## src/rtl/mult_arb_pkg.sv

```systemverilog
// Shared types and widths for the multiplier-sharing arbiter.
// The state encoding is fixed so that debug views can decode it.
package mult_arb_pkg;

    localparam int OP_W   = 32;
    localparam int PROD_W = 64;

    typedef enum logic [1:0] {
        S_IDLE = 2'd0,
        S_RUN  = 2'd1,
        S_RESP = 2'd2
    } state_t;

endpackage

```

## src/rtl/rr_arbiter.sv

```systemverilog
// Combinational round-robin picker: grants the first requester at or after ptr+1.
// The pointer register itself lives in the parent so it can be updated only on accept.
module rr_arbiter #(
    parameter int N_REQ = 2,
    parameter int ID_W  = 1
) (
    input  logic [N_REQ-1:0] req,
    input  logic [ID_W-1:0]  ptr,
    input  logic             en,
    output logic [N_REQ-1:0] gnt,
    output logic [ID_W-1:0]  gnt_id
);

    always_comb begin
        int idx;
        idx    = 0;
        gnt    = '0;
        gnt_id = '0;
        if (en) begin
            // Walk from lowest priority (ptr itself) to highest (ptr+1); the last hit wins.
            for (int k = N_REQ; k >= 1; k--) begin
                idx = (int'(ptr) + k) % N_REQ;
                if (req[idx]) begin
                    gnt      = '0;
                    gnt[idx] = 1'b1;
                    gnt_id   = ID_W'(idx);
                end
            end
        end
    end

endmodule

```

## src/rtl/mult_arbiter.sv

```systemverilog
// Shares one iterative multiplier among N_REQ requesters: accept, run, respond.
// mult_begin is low in IDLE and RESP, so the multiplier always sees a re-arm gap.
module mult_arbiter
    import mult_arb_pkg::*;
#(
    parameter int N_REQ   = 2,
    parameter int ID_W    = 1,
    parameter int MAX_CYC = 40
) (
    input  logic                    clk,
    input  logic                    reset,
    input  logic [N_REQ-1:0]        req_valid,
    output logic [N_REQ-1:0]        req_ready,
    input  logic [OP_W*N_REQ-1:0]   req_op1,
    input  logic [OP_W*N_REQ-1:0]   req_op2,
    output logic                    resp_valid,
    input  logic                    resp_ready,
    output logic [ID_W-1:0]         resp_id,
    output logic [PROD_W-1:0]       resp_product,
    output logic                    resp_err,
    output logic                    busy,
    output logic                    mult_begin,
    output logic [OP_W-1:0]         mult_op1,
    output logic [OP_W-1:0]         mult_op2,
    input  logic [PROD_W-1:0]       product,
    input  logic                    mult_end
);

    localparam int               WD_W    = $clog2(MAX_CYC) + 1;
    localparam logic [WD_W-1:0]  WD_LAST = WD_W'(MAX_CYC - 1);
    localparam logic [ID_W-1:0]  PTR_RST = ID_W'(N_REQ - 1);

    state_t              state_q, state_d;
    logic [ID_W-1:0]     ptr_q, ptr_d;
    logic [ID_W-1:0]     id_q, id_d;
    logic [OP_W-1:0]     op1_q, op1_d;
    logic [OP_W-1:0]     op2_q, op2_d;
    logic [PROD_W-1:0]   prod_q, prod_d;
    logic                err_q, err_d;
    logic [WD_W-1:0]     wd_q, wd_d;

    logic [N_REQ-1:0]    gnt;
    logic [ID_W-1:0]     gnt_id;
    logic [OP_W-1:0]     op1_arr [N_REQ];
    logic [OP_W-1:0]     op2_arr [N_REQ];

    for (genvar gi = 0; gi < N_REQ; gi++) begin : g_ops
        assign op1_arr[gi] = req_op1[gi*OP_W +: OP_W];
        assign op2_arr[gi] = req_op2[gi*OP_W +: OP_W];
    end

    rr_arbiter #(
        .N_REQ (N_REQ),
        .ID_W  (ID_W)
    ) u_rr (
        .req    (req_valid),
        .ptr    (ptr_q),
        .en     (state_q == S_IDLE),
        .gnt    (gnt),
        .gnt_id (gnt_id)
    );

    always_comb begin
        state_d = state_q;
        ptr_d   = ptr_q;
        id_d    = id_q;
        op1_d   = op1_q;
        op2_d   = op2_q;
        prod_d  = prod_q;
        err_d   = err_q;
        wd_d    = wd_q;
        case (state_q)
            S_IDLE: begin
                if (|gnt) begin
                    op1_d   = op1_arr[gnt_id];
                    op2_d   = op2_arr[gnt_id];
                    id_d    = gnt_id;
                    ptr_d   = gnt_id;
                    wd_d    = '0;
                    state_d = S_RUN;
                end
            end
            S_RUN: begin
                wd_d = wd_q + 1'b1;
                // A completion in the watchdog's last cycle still counts as success.
                if (mult_end) begin
                    prod_d  = product;
                    err_d   = 1'b0;
                    state_d = S_RESP;
                end else if (wd_q == WD_LAST) begin
                    prod_d  = '0;
                    err_d   = 1'b1;
                    state_d = S_RESP;
                end
            end
            S_RESP: begin
                if (resp_ready) begin
                    state_d = S_IDLE;
                end
            end
            default: state_d = S_IDLE;
        endcase
    end

    always_ff @(posedge clk) begin
        if (reset) begin
            state_q <= S_IDLE;
            ptr_q   <= PTR_RST;
            id_q    <= '0;
            op1_q   <= '0;
            op2_q   <= '0;
            prod_q  <= '0;
            err_q   <= 1'b0;
            wd_q    <= '0;
        end else begin
            state_q <= state_d;
            ptr_q   <= ptr_d;
            id_q    <= id_d;
            op1_q   <= op1_d;
            op2_q   <= op2_d;
            prod_q  <= prod_d;
            err_q   <= err_d;
            wd_q    <= wd_d;
        end
    end

    assign req_ready    = gnt;
    assign busy         = (state_q != S_IDLE);
    assign mult_begin   = (state_q == S_RUN);
    assign resp_valid   = (state_q == S_RESP);
    assign resp_id      = id_q;
    assign resp_product = prod_q;
    assign resp_err     = err_q;
    assign mult_op1     = op1_q;
    assign mult_op2     = op2_q;

endmodule

```

## config.mk

```make
export PLATFORM = sky130hd
export DESIGN_NAME = mult_arbiter
export DESIGN_NICKNAME = d
export VERILOG_FILES = /design/src/rtl/mult_arb_pkg.sv /design/src/rtl/rr_arbiter.sv /design/src/rtl/mult_arbiter.sv
export SDC_FILE = /design/constraint.sdc
export NUM_CORES = 1
export LEC_CHECK = 0
export ABC_AREA = 1
export ABC_CLOCK_PERIOD_IN_PS = 2900
export CAP_MARGIN = 20
export CORE_AREA = 4 4 126 128
export CTS_CLUSTER_DIAMETER = 200
export DETAILED_ROUTE_END_ITERATION = 6
export DIE_AREA = 0 0 130 132
export PLACE_DENSITY = 0.81
export SLEW_MARGIN = 20
export SYNTH_ARGS = -nofsm -noshare
export SYNTH_HDL_FRONTEND = slang
export SYNTH_HIERARCHICAL = 1
export SYNTH_SLANG_ARGS = --single-unit
```

## constraint.sdc

```tcl
create_clock -name clk -period 2.9 [get_ports clk]
set_clock_uncertainty 0.1 [all_clocks]
set_input_delay 0.435 -clock clk [delete_from_list [all_inputs] [get_ports clk]]
set_output_delay 0.435 -clock clk [all_outputs]
set_load 0.02 [all_outputs]
```

==> flow_metrics.tcl, run 1 <==
set metrics [dict create \
    routed_wl_um 18300 \
    synthCells 647 \
    p_leak_uw 0.00353 \
    ant_nets 0 \
    cts.sinks 140 \
    crit_required_ns 2.37 \
    fin_crit_ns 2.63 \
    insertion_delay_ns 0.41 \
    status "finished, final reports clean" \
    cts_resized 0 \
    cts_buffers 17 \
    ir_drop_mv 0.363 \
    grt_pass1_vias 5413 \
    cp-end-kind "primary output" \
    cp.arrival_ns 2.10 \
    async_reset_ff_share_pct 0 \
    syn_nets 846 \
    tightest_slew_ns 0.805 \
    post_synth_main_area_contributors "dfxtp_1 50%, a21oi_1 12%, mux2i_1 11%, nand2_1 9.1%, o21ai_1 3.1%" \
    worst-path-max-fanout 8 \
    worstReg2RegStart "state_q[0]" \
    area_delta_synth_final_pct 70.9 \
    initial_core_util_pct 37.9 \
    crit_type "reg2out" \
    die_w_um 130 \
    core_um2 14900 \
    yosysSeqAreaShare_pct 49.7 \
    yosys_warnings 6 \
    fmax_ghz 0.380 \
    hold_viol_final 0 \
    grt_start_max_net_pins 71 \
    via_count 5563 \
    synth-seq-cells 140 \
    grtUsageTotal_pct 20.3 \
    drv_slew 0 \
    total_power_uw 6900 \
    min_from "resp_err" \
    r2r_cells 8 \
    worst_hold_path.endpoint "resp_err" \
    rrSetupSlack_ns 0.74 \
    antennaDiodeCount 0 \
    grt_setup_unrepaired "false" \
    yosys-top-cells-count "140 x dfxtp_1, 136 x nand2_1, 131 x a21oi_1, 64 x mux2i_1, 35 x o21ai_1" \
    drt_first_pass_iters 6 \
    synthFlopType "dfxtp_1" \
    syn_area_per_cell_um2 8.71 \
    reg2reg_to "resp_id" \
    fin_tns_setup_ns 0 \
    dpl_cell_area_um2 9030 \
    setup_viol 0 \
    ctsHoldBuffers 0 \
    avgRoutedWirePerCell_um 15.7 \
    chipHeight_um 132 \
    cts_root_buf "clkbuf_16" \
    grtUsageMet1_pct 22.9 \
    synth.top_cell.area_share_pct 49.7 \
    drt-vias-per-instance 4.79 \
    yosysMostFrequentCell "dfxtp_1" \
    antenna_found_initial 2 \
    powerDensity_nw_per_um2 717 \
    ios 333 \
    drive_above_1_share_pct 7.71 \
    synth-edff-count 0 \
    place.gp.congestion 0.822 \
    final_nets 1159 \
    clockBufferDepth 2 \
    cts_tree "yes" \
    grt_overflow 0 \
    die_area_um2 17200 \
    drtIter0Drc 180 \
    synth.cell_area_um2 5640 \
    fin_area_um2 9630 \
    max-slew-margin-rel_pct 46.3 \
    hold_path.class "reg2reg" \
    grt_pass1_wl_um 27500 \
    met2_usage_pct 33.8 \
    timing.hold.ws_ns 0.351 \
    final_core_util_pct 64.8 \
    num_rows 45 \
    hpwl_um 13600 \
    synth_cell_type_count 26 \
    timing.final.crit_share_pct 90.8 \
    htree_levels 4 \
    worstSetupStartpointType "flip-flop" \
    route.detailed.drc 0 \
    post_cts_buffers 0 \
    grtUsageMet3_pct 8.59 \
    yosysTopAreaCell "dfxtp_1" \
    grt.busiest_layer "met2" \
    portBuffers 332 \
    cap_viol_max_count 0 \
    worstHoldPathCells 2 \
    clkTransAtPathRegs_ns 0.06 \
]
power breakdown:
part / internal [uW] / switching, uW
clock: 1380 / 840
combinational: 1080 / 1190
sequential: 2240 / 170
metal layers:
| layer | share of wire [%] | vias to the layer above |
|---|---|---|
| met5 | 0.21 | - |
| met4 | 2.8 | 4 |
| met3 | 11 | 34 |
| met2 | 48 | 238 |
| met1 | 39 | 2457 |
| li1 | - | 2830 |
critical path, stage by stage (launching register included):
cell and delay [ns]:
dfxtp_1 0.36, nor2_4 0.20, nand2_1 0.12, a21oi_4 0.33
clkdlybuf4s50_1 0.68
cell type report:
cell class	count	area, um2
Tap cell	188	235
Fill cell	1254	5230
Clock buffer	18	439
Multi-Input combinational cell	442	2470
Sequential cell	140	2800
Inverter	15	60.1
Timing Repair Buffer	344	3460
Clock inverter	14	166
sequential cells by signal, summed over array words and instances (netlist names):
register	cells
wd_q	7
resp_id	1
ptr_q	1
resp_product	64
mult_op2	32
state_q	2
resp_err	1
mult_op1	32
logic make-up (layout without fill, tap and decap cells):
| group | Yosys count | after routing | synth area share, % |
|---|---|---|---|
| AOI/OAI and AO/OA | 212 | 212 | 19.7 |
| adders and majority gates | 1 | 1 | 0.222 |
| buffers and inverters | 65 | 391 | 6.66 |
| DFF | 140 | 140 | 49.7 |
| muxes | 64 | 64 | 11.4 |
| and+or+nand+nor | 165 | 165 | 12.3 |
placed cells by master (no fill, tap or decap):
master             n
clkinv_4           2
nor2_1             7
dfxtp_1          140
buf_12             4
inv_2              2
ha_1               1
buf_4              8
nand2_4            2
nor2_4             1
nor3_1             1
a21oi_4            1
clkbuf_8           1
clkinvlp_4         1
nor2_8             1
a22oi_1            1
a21oi_1          130
nand3_1            7
inv_1             11
o21ai_0           34
clkbuf_16         17
clkinv_2           6
nand2_2           10
o21ai_4            1
clkdlybuf4s50_1  331
inv_6              3
mux2i_1           64
inv_4              1
bufinv_16          3
buf_2              1
o21ai_1           35
nand2_1          136
a21oi_2           10
stage by stage:
step           worst slack, ns  std cells
3_3_place_gp             0.355       1129
2_1_floorplan             1.04        647
6_report                 0.268       1161
4_1_cts                  0.227       1161
3_5_place_dp             0.335       1129
5_1_grt                  0.169       1161
how the worst max path moves through the flow:
stage	slack, ns	to	from	cells after the start
after CTS	0.23	req_ready[1]	state_q[0]	4
after global routing	0.17	req_ready[1]	state_q[0]	4
after global placement	0.36	req_ready[1]	req_valid[1]	4
after detailed placement	0.33	req_ready[1]	req_valid[1]	4
final	0.27	req_ready[1]	state_q[0]	4
after floorplan	1.04	mult_op1[0]	state_q[0]	8
No activity file was read; power rests on OpenSTA's default activity.
==> run 2, diff against run 1 <==
--- a/config.mk
+++ b/config.mk
@@ -8,13 +8,13 @@
 export ABC_AREA = 1
 export ABC_CLOCK_PERIOD_IN_PS = 2900
 export CAP_MARGIN = 20
-export CORE_AREA = 4 4 126 128
+export CORE_ASPECT_RATIO = 2
+export CORE_MARGIN = 4
+export CORE_UTILIZATION = 42
 export CTS_CLUSTER_DIAMETER = 200
 export DETAILED_ROUTE_END_ITERATION = 6
-export DIE_AREA = 0 0 130 132
-export PLACE_DENSITY = 0.81
+export PLACE_DENSITY = 0.86
 export SLEW_MARGIN = 20
 export SYNTH_ARGS = -nofsm -noshare
 export SYNTH_HDL_FRONTEND = slang
-export SYNTH_HIERARCHICAL = 1
 export SYNTH_SLANG_ARGS = --single-unit
==> run 2 against run 1 <==
Against the previous run: sequential cell count unchanged; global-route usage increased by 1.8 points; utilization increased by 6.1 points; critical path type unchanged; routed wire length increased by 6.1%; critical endpoint is now req_ready[0]; combinational power decreased by 38%.
==> flow_metrics.tcl, run 2 <==
set metrics [dict create \
    worst-path-max-fanout 4 \
    grt.busiest_layer "met2" \
    synthFlopType "dfxtp_1" \
    async_reset_ff_share_pct 0 \
    via_count 6524 \
    antenna_found_initial 1 \
    grt_overflow 0 \
    fmax_ghz 0.414 \
    die_w_um 93.6 \
    drv_slew 0 \
    yosysSeqAreaShare_pct 45.6 \
    chipHeight_um 179 \
    crit_type "reg2out" \
    portBuffers 332 \
    synthCells 910 \
    place.gp.congestion 0.816 \
    worstPathCellList "nor2_4 > nand2_1 > a21oi_1 > clkdlybuf4s50_1" \
    fin_area_um2 10200 \
    route.detailed.drc 0 \
    insertion_delay_ns 0.41 \
    worstSetupStartpointType "flip-flop" \
    pre_cts_ws_ns 0.491 \
    fin_ws_ns 0.482 \
    ctsHoldBuffers 0 \
    cts_root_buf "clkbuf_16" \
    syn_area_per_cell_um2 6.76 \
    final_cell_mix "335 x nand2_1, 331 x clkdlybuf4s50_1, 141 x a21oi_1" \
    timing.hold.ws_ns 0.320 \
    ir_drop_mv 0.416 \
    worstReg2RegStart "wd_q[0]" \
    clkTransAtPathRegs_ns 0.06 \
    cp-end-kind "primary output" \
    clockBufferDepth 2 \
    grt_setup_unrepaired "false" \
    ant_nets 0 \
    num_rows 62 \
    synth-seq-cells 140 \
    timing.final.crit_share_pct 83.4 \
    hold_viol_final 0 \
    setup_viol 0 \
    yosysMostFrequentCell "nand2_1" \
    ff_latch_area_um2 2800 \
    htree_levels 4 \
    cp.arrival_ns 1.88 \
    rrSetupSlack_ns 0.97 \
    ios 333 \
    grtUsageMet1_pct 21.7 \
    largest_reg_flops 64 \
    synth.cell_area_um2 6150 \
    avgRoutedWirePerCell_um 13.7 \
    worst_hold_path.endpoint "resp_product[24]" \
    hold_path.class "in2reg" \
    routed_wl_um 19400 \
    drt_first_pass_iters 4 \
    status "finished, final reports clean" \
    reg2reg_to "resp_product[39]" \
    drive_above_1_share_pct 4.16 \
    grt_pass1_vias 5998 \
    fin_crit_ns 2.42 \
    cts_buffers 17 \
    hpwl_um 14500 \
    multi_input_area_um2 2470 \
    core_um2 14400 \
    fillers 1107 \
    post_synth_main_area_contributors "dfxtp_1 46%, nand2_1 21%, a21oi_1 11%, inv_1 8.5%, o21ai_1 4.1%" \
    crit_required_ns 2.37 \
    drt-vias-per-instance 4.60 \
    powerDensity_nw_per_um2 595 \
    final_nets 1413 \
    grtUsageMet3_pct 8.57 \
    synth_cell_type_count 22 \
    initial_core_util_pct 42.9 \
    r2r_cells 9 \
    min_from "reset" \
    yosys_warnings 0 \
    met2_usage_pct 39.5 \
    cts.sinks 140 \
    grtUsageTotal_pct 22.1 \
    die_area_um2 16800 \
    critPathMaxStageDelay_ns 0.64 \
    placed_cells 1387 \
    grt_start_max_net_pins 70 \
    syn_nets 1109 \
    cap_viol_max_count 0 \
    drtIter0Drc 205 \
    synth.top_cell.area_share_pct 45.6 \
    layout_commonest_cell "nand2_1" \
    yosysTopAreaCell "dfxtp_1" \
    tightest_slew_ns 0.640 \
    grt_pass1_wl_um 28800 \
    cp_slowest_cell "clkdlybuf4s50_1" \
    stdcell_count 1418 \
    dpl_cell_area_um2 9510 \
    post_cts_buffers 0 \
    synth-edff-count 0 \
    worstHoldPathCells 2 \
    area_delta_synth_final_pct 65.4 \
    max-slew-margin-rel_pct 57.3 \
    yosys-top-cells-count "336 x nand2_1, 141 x a21oi_1, 140 x dfxtp_1, 140 x inv_1, 51 x o21ai_1" \
    cts_resized 0 \
    p_leak_uw 0.00451 \
    cts_tree "yes" \
    fin_tns_setup_ns 0 \
]
==> run 2: changes by cell type in the layout (fill, tap and decap cells not counted), moves of 8 or more <==
cell     delta
a21oi_1    +11
a21oi_2    -10
inv_1     +129
mux2i_1    -64
nand2_1   +199
nand2_2     -8
o21ai_0    -19
o21ai_1    +16
==> run 2: per-layer routing <==
layer	share of wire, %	wire [um]
met1	36	6950
met2	50	9750
met3	10	1980
met4	3.5	687
met5	0	0
==> run 2: metrics by stage <==
| step | utilization (%) | total power, uW |
|---|---|---|
| floorplan | - | 2930 |
| global placement | 66.2 | 3610 |
| detailed placement | 66.2 | 3640 |
| CTS | 70.9 | 6110 |
| global route | 70.9 | 6330 |
| finish | 70.9 | 6060 |
==> run 2: logic make-up (layout without fill, tap and decap cells) <==
kind of cell             Yosys count  after routing  share of synthesized area, %
AND/OR/NAND/NOR                  360            360                          22.6
flip-flops                       140            140                          45.6
adder cells (fa/ha/maj)            1              1                         0.203
buffers and inverters            200            515                          14.5
other                              0              1                             0
AO/OA/AOI/OAI                    209            209                          17.1
==> run 2: cell type report <==
type	count	area share [%]
Antenna cell	1	0.0246
Clock buffer	19	4.45
Tap cell	192	2.36
Clock inverter	11	2.11
Sequential cell	140	27.5
Multi-Input combinational cell	570	24.2
Timing Repair Buffer	342	34.0
Inverter	143	5.27
==> run 2: power by group <==
group          internal, uW  switching, uW  total, uW  leakage (uW)
Clock                  1650            817       2470      0.000325
Sequential             2090           80.7       2170       0.00115
Combinational           694            727       1420       0.00304
Total                  4430           1620       6060       0.00451
==> run 2: worst max-delay path by stage <==
stage	from	to	slack [ns]	depth (start not counted)
floorplan	req_valid[0]	req_ready[1]	1.38	5
global placement	req_valid[0]	req_ready[0]	0.51	4
detailed placement	req_valid[0]	req_ready[0]	0.49	4
CTS	state_q[1]	req_ready[0]	0.46	4
global route	state_q[0]	req_ready[0]	0.38	4
finish	state_q[0]	req_ready[0]	0.48	4
==> run 2: worst max-delay path, delay by kind of cell (launching register included) <==
kind	cells	cell delay (ns)
buffers and inverters	1	0.64
AOI/OAI and AO/OA	1	0.17
and+or+nand+nor	2	0.30
DFF	1	0.36
==> run 3, diff against run 2 <==
--- a/config.mk
+++ b/config.mk
@@ -6,14 +6,14 @@
 export NUM_CORES = 1
 export LEC_CHECK = 0
 export ABC_AREA = 1
-export ABC_CLOCK_PERIOD_IN_PS = 2900
+export ABC_CLOCK_PERIOD_IN_PS = 2500
 export CAP_MARGIN = 20
 export CORE_ASPECT_RATIO = 2
 export CORE_MARGIN = 4
-export CORE_UTILIZATION = 42
+export CORE_UTILIZATION = 39
 export CTS_CLUSTER_DIAMETER = 200
 export DETAILED_ROUTE_END_ITERATION = 6
-export PLACE_DENSITY = 0.86
+export PLACE_DENSITY = 0.8
 export SLEW_MARGIN = 20
 export SYNTH_ARGS = -nofsm -noshare
 export SYNTH_HDL_FRONTEND = slang
==> constraint.sdc (replaced) <==
create_clock -name clk -period 2.5 [get_ports clk]
set_clock_uncertainty 0.1 [all_clocks]
set_input_delay 0.375 -clock clk [delete_from_list [all_inputs] [get_ports clk]]
set_output_delay 0.375 -clock clk [all_outputs]
set_load 0.02 [all_outputs]
==> run 3 against run 2 <==
Against the previous run: critical path depth unchanged; register-to-register slack worse by 0.31 ns; largest power group is now registers; clock power about the same; critical endpoint is now req_ready[1]; final area down 0.52%; utilization down 5.1 points; die area up 7.2%; power up 9.6%; global-route usage down 0.60 points; routed wire length up 5.5%; cell count up 0.78%.
==> flow_metrics.tcl, run 3 (same netlist as run 2, synthesis figures left out) <==
set metrics [dict create \
    cts_buffers 17 \
    chipHeight_um 186 \
    drtIter0Drc 150 \
    drt-vias-per-instance 4.61 \
    worstHoldPathCells 4 \
    die_w_um 96.8 \
    grt_start_max_net_pins 67 \
    avgRoutedWirePerCell_um 14.3 \
    ff_latch_area_um2 2800 \
    hpwl_um 15200 \
    largest_reg_flops 64 \
    layout_commonest_cell "nand2_1" \
    final_cell_mix "335 x nand2_1, 330 x clkdlybuf4s50_1, 141 x a21oi_1" \
    p_leak_uw 0.00449 \
    fin_ws_ns 0.236 \
    clkPwrFrac_pct 37.1 \
    switching_share_pct 30.1 \
    grt_overflow 0 \
    ir_drop_mv 0.499 \
    via_count 6581 \
    hold_viol_final 0 \
    cp.arrival_ns 1.79 \
    grt_setup_unrepaired "false" \
    powerDensity_nw_per_um2 656 \
    crit_required_ns 2.03 \
    worst-path-max-fanout 4 \
    internal_power_uw 4640 \
    fmax_ghz 0.442 \
    cts_tree "yes" \
    ant_nets 0 \
    max-slew-margin-rel_pct 54.5 \
    place.gp.congestion 0.854 \
    hold_path.class "in2reg" \
    portBuffers 332 \
    drv_slew 0 \
    initial_core_util_pct 40.0 \
    worstPathCellList "nor2_4 > nand3_2 > inv_2 > clkdlybuf4s50_1" \
    setup_viol 0 \
    cap_viol_max_count 0 \
    r2r_cells 8 \
    p_sw_uw 2000 \
    drt_first_pass_iters 4 \
    grtUsageTotal_pct 21.5 \
    drive_above_1_share_pct 4.55 \
    seq_power_share_pct 38.0 \
    grt_pass1_wl_um 30700 \
    fin_crit_ns 2.26 \
    cp_slowest_cell "clkdlybuf4s50_1" \
    crit_type "reg2out" \
    final_core_util_pct 65.8 \
    antenna_found_initial 0 \
    clockBufferDepth 2 \
    cts.sinks 140 \
    critPathMaxStageDelay_ns 0.59 \
    grt_pass1_vias 6057 \
    worstSetupStartpointType "flip-flop" \
    multi_input_area_um2 2470 \
    clkTransAtPathRegs_ns 0.06 \
    cts_root_buf "clkbuf_16" \
    core_um2 15400 \
    insertion_delay_ns 0.42 \
    fin_tns_setup_ns 0 \
    status "finished, final reports clean" \
    routed_wl_um 20400 \
    final_nets 1416 \
    combPwrFrac_pct 24.9 \
    fillers 1316 \
    cp-end-kind "primary output" \
    ios 333 \
    route.detailed.drc 0 \
    die_area_um2 18000 \
    timing.final.crit_share_pct 90.6 \
    area_delta_synth_final_pct 64.6 \
    tightest_slew_ns 0.682 \
    pre_cts_ws_ns 0.197 \
    htree_levels 4 \
    num_rows 64 \
]
==> run 3: cell types whose count changed in the layout (fill, tap and decap cells not counted) <==
cell and change:
buf_4 +3, clkbuf_8 -2, clkinv_2 -2, clkinv_4 +3
inv_6 +1, inv_8 +4, clkinvlp_4 +3, clkdlybuf4s50_1 -1
dlymetal6s2s_1 +1, bufinv_16 -5
==> run 3: power by group through the flow <==
stage	Sequential (uW)	Combinational [uW]	Clock [uW]
final	2520	1650	2460
after global routing	2540	1790	2620
after CTS	2520	1670	2530
after detailed placement	2570	1660	0
after global placement	2560	1640	0
after floorplan	2780	616	0
==> run 3: layer usage <==
metal  vias up  part of all wire [%]  GRT usage [%]
met5         -                     0              0
met4         0                   5.3           12.9
met3        58                   5.8           6.00
met2       245                    52           38.8
met1      2881                    36           21.9
li1       3397                     -              -
==> run 3: per-stage QoR <==
| stage | instances | power (uW) | hold WS (ns) | cell area, um2 |
|---|---|---|---|---|
| floorplan | 910 | 3400 | 0.353 | 6150 |
| global route | 1428 | 6960 | 0.170 | 10100 |
| CTS | 1428 | 6720 | 0.149 | 10100 |
| finish | 1429 | 6640 | 0.165 | 10100 |
| global placement | 1396 | 4200 | 0.336 | 9540 |
| detailed placement | 1396 | 4230 | 0.345 | 9540 |
==> run 3: cell type report <==
| class | instances | area share (%) |
|---|---|---|
| Tap cell | 198 | 2.45 |
| Antenna cell | 1 | 0.0247 |
| Multi-Input combinational cell | 570 | 24.4 |
| Clock inverter | 15 | 1.56 |
| Sequential cell | 140 | 27.7 |
| Inverter | 143 | 5.30 |
| Timing Repair Buffer | 345 | 34.4 |
| Clock buffer | 17 | 4.20 |
==> run 3: critical path: cells and delay by family (launching register included) <==
kind                   cells  cell delay (ns)
buffers and inverters      2             0.66
DFF                        1             0.36
and+or+nand+nor            2             0.35
==> run 3: timing repair <==
item	in CTS	in global routing
setup endpoints to repair	0	1
setup buffers	0	0
resized for setup	0	1
hold buffers	0	0
==> run 3: worst paths after layout <==
| kind | startpoint | slack (ns) | endpoint |
|---|---|---|---|
| worst min-delay path | reset | 0.17 | mult_op2[19] |
| worst max register to register | state_q[0] | 0.66 | mult_op2[30] |
| worst max-delay path | state_q[0] | 0.24 | req_ready[1] |
| worst min register to register | resp_err | 0.35 | resp_err |
